File: src/rtl/gb_timer_pkg.sv
// Shared definitions for the Game Boy timer unit.
//   - Register offsets from BASE_ADDR (DIV, TIMA, TMA, TAC).
//   - TAC[1:0] clock-select encodings. Each encoding names the sys_cnt bit it taps.
//   - Read-back value of the unimplemented TAC bits.
package gb_timer_pkg;

    localparam logic [1:0] OFF_DIV  = 2'd0;
    localparam logic [1:0] OFF_TIMA = 2'd1;
    localparam logic [1:0] OFF_TMA  = 2'd2;
    localparam logic [1:0] OFF_TAC  = 2'd3;

    typedef enum logic [1:0] {
        TAC_SEL_BIT9 = 2'b00,
        TAC_SEL_BIT3 = 2'b01,
        TAC_SEL_BIT5 = 2'b10,
        TAC_SEL_BIT7 = 2'b11
    } tac_sel_e;

    localparam logic [4:0] TAC_UNUSED_READ = 5'b11111;

endpackage

File: src/rtl/gb_falling_edge.sv
// 1-bit falling-edge detector.
//   clock  : system clock
//   reset  : asynchronous, active-low reset (history cleared to 0)
//   d_i    : sampled level
//   fall_o : high in the cycle where d_i is 0 and it was 1 on the previous clock
module gb_falling_edge (
    input  logic clock,
    input  logic reset,
    input  logic d_i,
    output logic fall_o
);

    logic d_q;

    always_ff @(posedge clock or negedge reset) begin
        if (!reset) d_q <= 1'b0;
        else        d_q <= d_i;
    end

    assign fall_o = d_q & ~d_i;

endmodule

File: src/rtl/gb_timer.sv
// Game Boy DIV/TIMA/TMA/TAC timer.
//   clock    : system clock
//   reset    : asynchronous, active-low reset
//   tick     : base-rate strobe; sys_cnt advances only on clocks where it is high
//   addr     : CPU bus address; DIV at BASE_ADDR, TIMA/TMA/TAC at +1/+2/+3
//   wr_en    : one-cycle write strobe
//   data_in  : write data
//   data_out : registered read data (8'hFF when addr misses)
//   selected : registered address hit
//   irq      : one-cycle pulse after a TIMA overflow
module gb_timer #(
    parameter logic [15:0] BASE_ADDR = 16'hFF04
) (
    input  logic        clock,
    input  logic        reset,
    input  logic        tick,
    input  logic [15:0] addr,
    input  logic        wr_en,
    input  logic [7:0]  data_in,
    output logic [7:0]  data_out,
    output logic        selected,
    output logic        irq
);
    import gb_timer_pkg::*;

    logic [15:0] cnt_q, cnt_d;
    logic [7:0]  tima_q, tima_d;
    logic [7:0]  tma_q, tma_d;
    logic [2:0]  tac_q, tac_d;
    logic [7:0]  rd_q, rd_d;
    logic        sel_q;
    logic        irq_q, irq_d;

    // Unsigned wrap-around subtract keeps the range check correct for any BASE_ADDR.
    logic [15:0] rel;
    logic        hit;
    logic [1:0]  off;
    assign rel = addr - BASE_ADDR;
    assign hit = (rel < 16'd4);
    assign off = rel[1:0];

    logic wr_div, wr_tima, wr_tma, wr_tac;
    assign wr_div  = wr_en & hit & (off == OFF_DIV);
    assign wr_tima = wr_en & hit & (off == OFF_TIMA);
    assign wr_tma  = wr_en & hit & (off == OFF_TMA);
    assign wr_tac  = wr_en & hit & (off == OFF_TAC);

    // Gate is evaluated every clock, so disabling the timer, changing the select
    // or clearing DIV while the tap is high looks like a falling edge and bumps TIMA.
    logic tap, gate, inc;

    always_comb begin
        tap = 1'b0;
        case (tac_sel_e'(tac_q[1:0]))
            TAC_SEL_BIT9: tap = cnt_q[9];
            TAC_SEL_BIT3: tap = cnt_q[3];
            TAC_SEL_BIT5: tap = cnt_q[5];
            TAC_SEL_BIT7: tap = cnt_q[7];
            default:      tap = 1'b0;
        endcase
    end

    assign gate = tac_q[2] & tap;

    gb_falling_edge u_gate_edge (
        .clock  (clock),
        .reset  (reset),
        .d_i    (gate),
        .fall_o (inc)
    );

    always_comb begin
        cnt_d = cnt_q + {15'd0, tick};
        if (wr_div) cnt_d = 16'h0000;

        tma_d = wr_tma ? data_in : tma_q;
        tac_d = wr_tac ? data_in[2:0] : tac_q;

        // A TIMA write beats any increment. On overflow TIMA reloads from tma_d so
        // a same-cycle TMA write is picked up immediately.
        tima_d = tima_q;
        irq_d  = 1'b0;
        if (wr_tima) begin
            tima_d = data_in;
        end else if (inc) begin
            if (tima_q == 8'hFF) begin
                tima_d = tma_d;
                irq_d  = 1'b1;
            end else begin
                tima_d = tima_q + 8'd1;
            end
        end

        // Read mux samples pre-write state.
        rd_d = 8'hFF;
        if (hit) begin
            case (off)
                OFF_DIV:  rd_d = cnt_q[15:8];
                OFF_TIMA: rd_d = tima_q;
                OFF_TMA:  rd_d = tma_q;
                default:  rd_d = {TAC_UNUSED_READ, tac_q};
            endcase
        end
    end

    always_ff @(posedge clock or negedge reset) begin
        if (!reset) begin
            cnt_q  <= 16'h0000;
            tima_q <= 8'h00;
            tma_q  <= 8'h00;
            tac_q  <= 3'b000;
            rd_q   <= 8'hFF;
            sel_q  <= 1'b0;
            irq_q  <= 1'b0;
        end else begin
            cnt_q  <= cnt_d;
            tima_q <= tima_d;
            tma_q  <= tma_d;
            tac_q  <= tac_d;
            rd_q   <= rd_d;
            sel_q  <= hit;
            irq_q  <= irq_d;
        end
    end

    assign data_out = rd_q;
    assign selected = sel_q;
    assign irq      = irq_q;

endmodule

File: config.mk
export PLATFORM = sky130hd
export DESIGN_NAME = gb_timer
export DESIGN_NICKNAME = d
export VERILOG_FILES = /design/src/rtl/gb_timer_pkg.sv /design/src/rtl/gb_falling_edge.sv /design/src/rtl/gb_timer.sv
export SDC_FILE = /design/constraint.sdc
export NUM_CORES = 1
export LEC_CHECK = 0
export BUFFER_PORTS_ARGS = -buffer_cell sky130_fd_sc_hd__buf_2
export CAP_MARGIN = 20
export CORE_AREA = 2 2 129 81
export CTS_BUF_LIST = sky130_fd_sc_hd__clkbuf_8
export CTS_CLUSTER_SIZE = 30
export DETAILED_ROUTE_END_ITERATION = 6
export DIE_AREA = 0 0 131 83
export GPL_TIMING_DRIVEN = 0
export PLACE_DENSITY_LB_ADDON = 0.15
export REMOVE_ABC_BUFFERS = 1
export SLEW_MARGIN = 20
export SYNTH_ARGS = -nofsm -noshare
export SYNTH_HDL_FRONTEND = slang
export SYNTH_SLANG_ARGS = --single-unit
File: constraint.sdc
create_clock -name clock -period 5.6 [get_ports clock]
set_input_delay 1.12 -clock clock [delete_from_list [all_inputs] [get_ports clock]]
set_output_delay 1.12 -clock clock [all_outputs]
set_load 0.01 [all_outputs]
==> run_results.csv <==
group,metric,value,unit
yosys,ys_seq_area_share,49.1,%
route,drc_errors,0,
sta,fin_crit,3.17,ns
sta,worst_slew_pin_slew,0.652,ns
place,dp_hpwl,4.32,mm
route,via_count,1733,
floorplanning,die_h,83,um
clocking,cts_setup_buffers,0,
worst_setup_path,worstPathRequired,5.79,ns
yosys,ys_ff_latch,46,
final_layout,nFillCells,1004,
sta,maxSlewViolCount,0,
sta,setup_viol,0,
clocking,ctsHoldBuffers,0,
route,via_per_inst,4.49,
pwr,max-vdd-ir-drop,0.0000859,V
hold_path,hp-start,"tma_q[6]$_DFF_PN0_",
worst_setup_path,worst_setup_path_end_kind,"flop",
pwr,p_leak,1.23,nW
yosys,synthArstFlopShare,100,%
sta,finalHoldViolations,0,
grt,grt_pass1_wl,9.40,mm
sta,hold_ws,0.516,ns
floorplanning,num_rows,28,
sta,clock_skew,0.00530,ns
clocking,cts_sinks,46,
status,status,"finished, final reports clean",
grt,grt-ovfl-total,0,
yosys,syn_area,2360,sq um
worst_setup_path,worstPathMaxFanout,8,
floorplanning,core_area,9630,sq um
place,port_buffers,37,
worst_setup_path,critPathLaunch,"addr[6]",
final_layout,nets,281,
final_layout,layoutNonFillerInstCount,386,
floorplanning,start_util,24.5,%
yosys,synth-edff-count,0,
pwr,powerDensity,250,nW/um^2
clocking,clock_latency,0.31,ns
yosys,avgSynthCellArea,11.0,sq um
floorplanning,dieWidth,131,um
sta,max_freq,315,MHz
grt,grt_use_total,11.4,%
route,dr.pass1.iters,4,
floorplanning,die_area,10900,sq um
floorplanning,io_pins,38,
yosys,synthCells,214,
yosys,synth_cell_types,45,
worst_setup_path,start_kind,"input port",
yosys,synthFlopType,"dfrtp_1",
grt,antenna_found_initial,0,
route,avgRoutedWirePerCell,15.0,um
final_layout,fin_util,29.4,%
route,drtIter0Drc,78,
hold_path,hold_class,"flop to flop",
final_layout,drive_above_1_share,31.5,%
clocking,ctsResizeCount,0,
yosys,yosysWarnings,0,
sta,min_period_over_period,56.7,%
job,cap_violations,0,
grt,grt_max_degree,47,
final_layout,synthToLayoutAreaGrowth,19.7,%
worst_setup_path,rr_startpoint,"cnt_q[9]$_DFF_PN0_",
place,placedCellCount,378,
sta,rsz0062_at_grt,"false",
clocking,cts_tree,"done",
clocking,h-tree-depth,2,
sta,fin_ws,2.43,ns
worst_setup_path,criticalPathCategory,"input port to flop",
clocking,cts_made_buffers,5,
grt,grt_pass1_vias,1667,
clocking,clockBufferDepth,2,
route,wl,5.78,mm
clocking,cts.clk_slew.worst_paths,0.09,ns
sta,max_slew_margin,56.4,%
worst_setup_path,r2r_slack,3.14,ns
final_layout,diodes,0,
place,gp_congestion,0.758,
worst_setup_path,cp.arrival,3.37,ns
place,dp_slack,2.06,ns
clocking,cts_root_buf,"clkbuf_8",
route,ant_nets,0,
cell usage after synthesis (2+ instances only):
cell type  number  area, sq um
dfstp_2         8          210
and4_1          2         17.5
nand4b_1        3         26.3
nor2b_1         4         25.0
nand4b_4        2         47.6
nor3_1          3         15.0
nand2b_1        6         37.5
xnor2_1         6         52.6
o22ai_1         7         43.8
mux2_2         13          146
clkbuf_1       10         37.5
a21oi_1         6         30.0
dfrtp_1        38          951
xor2_1          6         52.6
nand2_1        15         56.3
nand4_1         5         31.3
inv_1           4         15.0
mux2_4          2         30.0
and3_1          2         12.5
or3_1           4         25.0
nor2_1         19         71.3
and2_1          2         12.5
a22oi_1         2         15.0
ha_1            3         37.5
nand3_1        11         55.1
a211oi_1        2         15.0
o21ai_0         8         40.0
mux4_2          4         90.1
placed cells by master, fill, tap and decap left out, types with 3 or more instances in the layout:
cell type,instances
dfstp_2,8
nand2b_1,6
a21oi_1,6
nor2b_1,4
o21ai_0,8
mux4_2,4
nand2_1,15
dfrtp_1,38
buf_2,36
xor2_1,6
nor2_1,19
nand4b_1,3
nor3_1,3
nand4_1,5
clkbuf_8,5
ha_1,3
o22ai_1,7
inv_1,6
or3_1,4
xnor2_1,6
mux2_2,13
nand3_1,11
cell type report:
type,count,area (sq um),share of cell area (%)
Clock buffer,5,68.8,2.43
Clock inverter,3,37.5,1.33
Inverter,4,15.0,0.531
Multi-Input combinational cell,154,1170,41.4
Sequential cell,46,1160,41.0
Tap cell,135,169,5.97
Timing Repair Buffer,39,206,7.30
report_power, final:
part	total, mW	internal, mW	switching, mW
Clock	0.248	0.130	0.118
Sequential	0.381	0.357	0.0237
Combinational	0.0790	0.0382	0.0408
Total	0.708	0.525	0.183
state kept, by name (all words and copies together) (netlist names):
| register | cells |
|---|---|
| u_gate_edge.d_q | 1 |
| selected | 1 |
| tima_q | 8 |
| data_out | 8 |
| cnt_q | 16 |
| tma_q | 8 |
| irq | 1 |
| tac_q | 3 |
path summary, 6_finish.rpt:
kind	end	cells after the start
max	tima_q[0]$_DFFE_PN0P_	7
min	data_out[6]$_DFF_PN1_	2
max reg2reg	tima_q[0]$_DFFE_PN0P_	6
min reg2reg	data_out[6]$_DFF_PN1_	2
max in group asynchronous	cnt_q[5]$_DFF_PN0_	1
min in group asynchronous	selected$_DFF_PN0_	1
layer usage:
layer | track usage [%] | wire length (um)
met5 | 0 | 0
met2 | 13.6 | 2100
met1 | 18.9 | 3360
met3 | 3.87 | 283
met4 | 2.13 | 36
cell families after synthesis:
family / synth area share (%)
AO/OA/AOI/OAI: 9.69
XOR/XNOR: 4.45
adder cells (fa/ha/maj): 1.59
buffers and inverters: 2.22
flip-flops: 49.1
multiplexers: 11.7
AND/OR/NAND/NOR: 21.2
critical path, stage by stage:
cell	delay, ns
buf_2	0.09
or4b_4	0.56
nor4_4	0.39
nand4b_4	0.29
mux2_4	0.38
a311o_1	0.27
mux2_2	0.26
metrics by stage:
stage / setup TNS, ns / area, sq um / total power, mW
6_report: 0 / 2830 / 0.708
2_1_floorplan: 0 / 2330 / 0.428
3_5_place_dp: 0 / 2720 / 0.467
5_1_grt: 0 / 2830 / 0.750
3_3_place_gp: -8.56 / 2680 / 0.466
4_1_cts: 0 / 2830 / 0.720
Power figures use the tool's default switching activity.
